## src/rtl/calc_pkg.sv

```systemverilog
// Shared calculator types: BCD operand, ALU op, key codes and entry FSM states.
package calc_pkg;

    localparam int unsigned NumDigits = 4;
    localparam int unsigned DigitW    = 4;
    localparam int unsigned CntW      = $clog2(NumDigits + 1);

    typedef logic [DigitW-1:0] digit_t;

    typedef struct packed {
        digit_t [NumDigits-1:0] significand;
    } num_t;

    typedef enum logic [1:0] {
        OP_NONE = 2'd0,
        OP_ADD  = 2'd1,
        OP_SUB  = 2'd2
    } op_t;

    typedef enum logic [3:0] {
        KEY_0   = 4'd0,
        KEY_1   = 4'd1,
        KEY_2   = 4'd2,
        KEY_3   = 4'd3,
        KEY_4   = 4'd4,
        KEY_5   = 4'd5,
        KEY_6   = 4'd6,
        KEY_7   = 4'd7,
        KEY_8   = 4'd8,
        KEY_9   = 4'd9,
        KEY_ADD = 4'd10,
        KEY_SUB = 4'd11,
        KEY_EQ  = 4'd12,
        KEY_CLR = 4'd13
    } key_t;

    typedef enum logic [2:0] {
        S_LEFT   = 3'd0,
        S_OP     = 3'd1,
        S_RIGHT  = 3'd2,
        S_EXEC   = 3'd3,
        S_RESULT = 3'd4
    } entry_state_t;

    function automatic logic is_digit(input key_t k);
        return (k <= KEY_9);
    endfunction

    function automatic digit_t key_to_digit(input key_t k);
        return digit_t'(k);
    endfunction

endpackage

```

## src/rtl/calc_operand_reg.sv

```systemverilog
// One BCD operand with its entered-digit count: clear, shift-in digit, or parallel load.
module calc_operand_reg
    import calc_pkg::*;
(
    input  logic   clk_i,
    input  logic   rst_i,
    input  logic   clear_i,
    input  logic   shift_i,
    input  digit_t digit_i,
    input  logic   load_i,
    input  num_t   load_val_i,
    output num_t   val_o,
    output num_t   val_nxt_c_o
);

    num_t            val_q, val_d;
    logic [CntW-1:0] cnt_q, cnt_d;

    // Clear applies first so "clear then shift" happens in a single edge.
    always_comb begin
        val_d = val_q;
        cnt_d = cnt_q;
        if (clear_i) begin
            val_d = '0;
            cnt_d = '0;
        end
        if (load_i) begin
            val_d = load_val_i;
            cnt_d = CntW'(NumDigits);
        end else if (shift_i) begin
            // Full operands and leading zeros leave the operand untouched.
            if ((cnt_d != CntW'(NumDigits)) && !((cnt_d == '0) && (digit_i == '0))) begin
                val_d.significand = {val_d.significand[NumDigits-2:0], digit_i};
                cnt_d             = cnt_d + CntW'(1);
            end
        end
    end

    always_ff @(posedge clk_i) begin
        if (!rst_i) begin
            val_q <= '0;
            cnt_q <= '0;
        end else begin
            val_q <= val_d;
            cnt_q <= cnt_d;
        end
    end

    assign val_o       = val_q;
    assign val_nxt_c_o = val_d;

endmodule

```

## src/rtl/calc_entry.sv

```systemverilog
// Operand-entry controller: turns key events into ALU operands/op and chains ALU results.
module calc_entry
    import calc_pkg::*;
(
    input  logic clk_i,
    input  logic rst_i,
    input  logic key_valid_i,
    input  key_t key_i,
    output logic key_ready_o,
    output num_t left_o,
    output num_t right_o,
    output op_t  op_o,
    input  num_t result_i,
    output num_t display_o
);

    entry_state_t state_q, state_d;
    op_t          op_q, op_d;
    op_t          pend_q, pend_d;
    logic         chain_q, chain_d;
    logic         ready_q, ready_d;
    num_t         disp_q, disp_d;

    logic   l_clr, l_shift, l_load;
    logic   r_clr, r_shift;
    logic   acc, dig, is_op;
    digit_t digit;
    op_t    key_op;
    num_t   l_nxt, r_nxt;

    assign acc    = key_valid_i && ready_q;
    assign dig    = is_digit(key_i);
    assign digit  = key_to_digit(key_i);
    assign is_op  = (key_i == KEY_ADD) || (key_i == KEY_SUB);
    assign key_op = (key_i == KEY_SUB) ? OP_SUB : OP_ADD;

    // Next-state, operand control and registered-output next values.
    always_comb begin
        state_d = state_q;
        op_d    = op_q;
        pend_d  = pend_q;
        chain_d = chain_q;
        l_clr   = 1'b0;
        l_shift = 1'b0;
        l_load  = 1'b0;
        r_clr   = 1'b0;
        r_shift = 1'b0;

        if (state_q == S_EXEC) begin
            l_load = 1'b1;
            if (chain_q) begin
                op_d    = pend_q;
                state_d = S_OP;
            end else begin
                state_d = S_RESULT;
            end
        end else if (acc) begin
            if (key_i == KEY_CLR) begin
                l_clr   = 1'b1;
                r_clr   = 1'b1;
                op_d    = OP_NONE;
                pend_d  = OP_NONE;
                chain_d = 1'b0;
                state_d = S_LEFT;
            end else begin
                case (state_q)
                    S_LEFT: begin
                        if (dig) begin
                            l_shift = 1'b1;
                        end else if (is_op) begin
                            op_d    = key_op;
                            state_d = S_OP;
                        end
                    end
                    S_OP: begin
                        if (dig) begin
                            r_clr   = 1'b1;
                            r_shift = 1'b1;
                            state_d = S_RIGHT;
                        end else if (is_op) begin
                            op_d = key_op;
                        end
                    end
                    S_RIGHT: begin
                        if (dig) begin
                            r_shift = 1'b1;
                        end else if (key_i == KEY_EQ) begin
                            chain_d = 1'b0;
                            state_d = S_EXEC;
                        end else if (is_op) begin
                            chain_d = 1'b1;
                            pend_d  = key_op;
                            state_d = S_EXEC;
                        end
                    end
                    S_RESULT: begin
                        if (dig) begin
                            l_clr   = 1'b1;
                            l_shift = 1'b1;
                            op_d    = OP_NONE;
                            state_d = S_LEFT;
                        end else if (is_op) begin
                            op_d    = key_op;
                            state_d = S_OP;
                        end
                    end
                    default: state_d = S_LEFT;
                endcase
            end
        end

        ready_d = (state_d != S_EXEC);
        disp_d  = ((state_d == S_RIGHT) || (state_d == S_EXEC)) ? r_nxt : l_nxt;
    end

    always_ff @(posedge clk_i) begin
        if (!rst_i) begin
            state_q <= S_LEFT;
            op_q    <= OP_NONE;
            pend_q  <= OP_NONE;
            chain_q <= 1'b0;
            ready_q <= 1'b1;
            disp_q  <= '0;
        end else begin
            state_q <= state_d;
            op_q    <= op_d;
            pend_q  <= pend_d;
            chain_q <= chain_d;
            ready_q <= ready_d;
            disp_q  <= disp_d;
        end
    end

    calc_operand_reg u_left (
        .clk_i      (clk_i),
        .rst_i      (rst_i),
        .clear_i    (l_clr),
        .shift_i    (l_shift),
        .digit_i    (digit),
        .load_i     (l_load),
        .load_val_i (result_i),
        .val_o      (left_o),
        .val_nxt_c_o(l_nxt)
    );

    calc_operand_reg u_right (
        .clk_i      (clk_i),
        .rst_i      (rst_i),
        .clear_i    (r_clr),
        .shift_i    (r_shift),
        .digit_i    (digit),
        .load_i     (1'b0),
        .load_val_i ('0),
        .val_o      (right_o),
        .val_nxt_c_o(r_nxt)
    );

    assign key_ready_o = ready_q;
    assign op_o        = op_q;
    assign display_o   = disp_q;

endmodule

```

## config.mk

```make
export PLATFORM = sky130hd
export DESIGN_NAME = calc_entry
export DESIGN_NICKNAME = d
export VERILOG_FILES = /design/src/rtl/calc_pkg.sv /design/src/rtl/calc_operand_reg.sv /design/src/rtl/calc_entry.sv
export SDC_FILE = /design/constraint.sdc
export NUM_CORES = 1
export LEC_CHECK = 0
export CAP_MARGIN = 15
export CORE_UTILIZATION = 55
export CTS_BUF_LIST = sky130_fd_sc_hd__clkbuf_8
export DETAILED_ROUTE_END_ITERATION = 6
export MAX_ROUTING_LAYER = met4
export PLACE_DENSITY = 0.88
export REMOVE_ABC_BUFFERS = 1
export SETUP_SLACK_MARGIN = 0.1
export SLEW_MARGIN = 20
export SYNTH_ARGS = -nofsm -noshare
export SYNTH_HDL_FRONTEND = slang
export SYNTH_SLANG_ARGS = --single-unit
```

## constraint.sdc

```tcl
create_clock -name clk_i -period 6.95 [get_ports clk_i]
set_input_delay 1.7375 -clock clk_i [delete_from_list [all_inputs] [get_ports clk_i]]
set_output_delay 1.7375 -clock clk_i [all_outputs]
set_load 0.01 [all_outputs]
```

==> impl_metrics.json <==
{
  "via_count": 2619,
  "period_needed_ps": 4810,
  "power.leakage_uw": 0.00149,
  "cts_hold_buf": 0,
  "synthArstFlopShare_pct": 0,
  "post-route-drc-count": 0,
  "synth_top_family_by_area": "compound AO/OA/AOI/OAI gates",
  "core_sq_mm": 0.00520,
  "area.growth.synth_to_final_pct": 29.0,
  "fp.dieH_um": 76.1,
  "cts_tree": "built",
  "antenna_cells": 0,
  "setup_violations": 0,
  "clk_latency_ps": 350,
  "slew_headroom_pct": 35.5,
  "die_w_um": 76.1,
  "post_synth_xor_area_fraction_pct": 0.870,
  "worst_pin_slew_ps": 968,
  "wire_per_inst_um": 17.4,
  "grt_max_degree": 42,
  "postCtsSetupRepairBufs": 0,
  "rows": 26,
  "synth_compound_area_share_pct": 24.1,
  "vias_per_cell": 6.08,
  "cp-end-kind": "flip-flop",
  "ys_top_cells_by_count": "63 x dfxtp_1, 19 x nor2b_1, 18 x mux2i_1",
  "drtIter0Drc": 335,
  "maxCapViolCount": 0,
  "period_share_pct": 69.2,
  "criticalPathCategory": "input pin to flip-flop",
  "worst-path-max-fanout": 19,
  "synth_top_cell_by_area": "dfxtp_1",
  "rsz0062_at_grt": "false",
  "maxSlewViolCount": 0,
  "antenna_found_initial": 0,
  "layout-drive-gt1-share_pct": 11.6,
  "final_cells": 431,
  "grt_first_pass_wirelength_um": 12700,
  "synthTopCellsByArea": "dfxtp_1 42%, mux2i_1 6.0%, a222oi_1 4.0%",
  "initial_core_util_pct": 58.0,
  "yosysUniqueCellTypes": 60,
  "yosys.area_share.adder_pct": 1.66,
  "ioPinCount": 74,
  "ir_drop_mv": 0.117,
  "yosysTopAreaCellShare_pct": 41.8,
  "yosysMostFrequentCell": "dfxtp_1",
  "grt_use_total_pct": 28.3,
  "die_area_sq_mm": 0.00579,
  "synth.area.mux_share_pct": 7.83,
  "clock.fmax_mhz": 208,
  "dpl.cell_count": 415,
  "num-nets-final": 383,
  "critical_path_arrival_ps": 5010,
  "cts-resized-gates": 0,
  "clk_path_buf_depth": 2,
  "antenna_left": 0,
  "hold_path_depth": 2,
  "synth_ff_type": "dfxtp_1",
  "fillers": 360,
  "root_buffer": "clkbuf_8",
  "r2r_cells": 9,
  "yosysWarnings": 0,
  "path_clk_slew_ps": 70,
  "yosys_register_bits": 63,
  "outcome": "finished, final reports clean",
  "first_pass_iters": 7,
  "grt_pass1_vias": 2446,
  "critPathRequiredTime_ps": 7150,
  "finClkSkew_ps": 5.52,
  "power.density_mw_per_mm2": 212,
  "synth.yosys.seq_area_share_pct": 41.8,
  "hold_path_class": "flip-flop to flip-flop",
  "cts_buffers": 9,
  "hold_viol": 0,
  "synth_edf_count": 0,
  "start_kind": "input pin",
  "numClockSinks": 63,
  "port-buffer-count": 73,
  "reg2reg_slack_ps": 3420,
  "routed_wl_um": 7490,
  "synthesis.area_sq_mm": 0.00302,
  "place.gp.congestion": 0.911,
  "synth_cells": 296,
  "syn_avg_cell_area_sq_um": 10.2,
  "synthSimpleGateAreaFrac_pct": 16.4,
  "dp_hpwl_um": 5060,
  "gr-total-overflow": 0,
  "finalSetupTns_ps": 0,
  "cts-htree-levels": 3
}
-- worst max-delay path, stage by stage --
cell and delay (ps):
clkdlybuf4s50_1 840, and4b_1 490, a21oi_2 130, o21ai_1 280, ha_1 210, nand2_1 50
a211o_1 270, nand3_2 480, mux2i_1 350, o22ai_1 140
-- layer usage --
layer  share of wire (%)  track usage, %
met5                   0               -
met3                 7.4            7.43
met4                 1.5            8.65
met2                  48            43.0
met1                  43            37.0
-- state kept, by name (all words and copies together) (netlist names) --
signal and count:
chain_q 1, display_o 16, key_ready_o 1, op_o 2, pend_q 2, state_q 3
u_left.cnt_q 3, u_left.val_o 16, u_right.cnt_q 3, u_right.val_o 16
-- stage by stage --
step | power, uW | setup WS (ps) | hold WS (ps) | cell area [sq um] | util (%)
CTS | 826 | 1840 | 477 | 3890 | 74.7
global route | 855 | 1970 | 513 | 3900 | 74.9
finish | 825 | 2140 | 473 | 3900 | 74.9
detailed placement | 469 | 1480 | 463 | 3660 | 70.3
floorplan | 424 | 3120 | 476 | 2830 | -
global placement | 467 | 1640 | 463 | 3660 | 70.3
-- where the power goes --
part	switching (uW)	internal (uW)	leakage, uW
Combinational	46.9	41.5	0.000866
Sequential	4.87	369	0.000510
Clock	149	213	0.000109
-- path summary, 6_finish.rpt --
path	from	end
min reg2reg	op_o[1]	op_o[1]
max reg2reg	state_q[2]	display_o[14]
min	op_o[1]	op_o[1]
max	key_i[2]	display_o[14]
-- cells in the final DEF (no fill, tap or decap), drive strengths merged, types with 3 or more instances in the layout --
cell / count
o2111ai: 3
mux2: 5
and3: 3
o22ai: 12
inv: 11
nand3: 6
nor2b: 19
nand2: 15
nor2: 17
a222oi: 12
clkbuf: 10
nand2b: 3
ha: 4
a221oi: 5
a21oi: 6
dfxtp: 63
o21ai: 18
and2: 4
a21boi: 4
clkdlybuf4s50: 73
a31oi: 3
a211o: 3
mux2i: 18
o211ai: 6
-- cell families after synthesis --
logic type,Yosys count
and+or+nand+nor,80
AOI/OAI and AO/OA,88
muxes,23
xor gates and xnor gates,3
DFF,63
buffers and inverters,35
adders and majority gates,4
-- final cells by class --
type	instances	area [sq um]	area share (%)
clock buffer	10	138	3.53
timing repair buffer	74	738	18.9
tap	70	87.6	2.25
multi-input combinational	198	1540	39.6
inverter	10	37.5	0.963
sequential	63	1260	32.4
clock inverter	6	92.6	2.38
(Power assumes the default switching activity.)
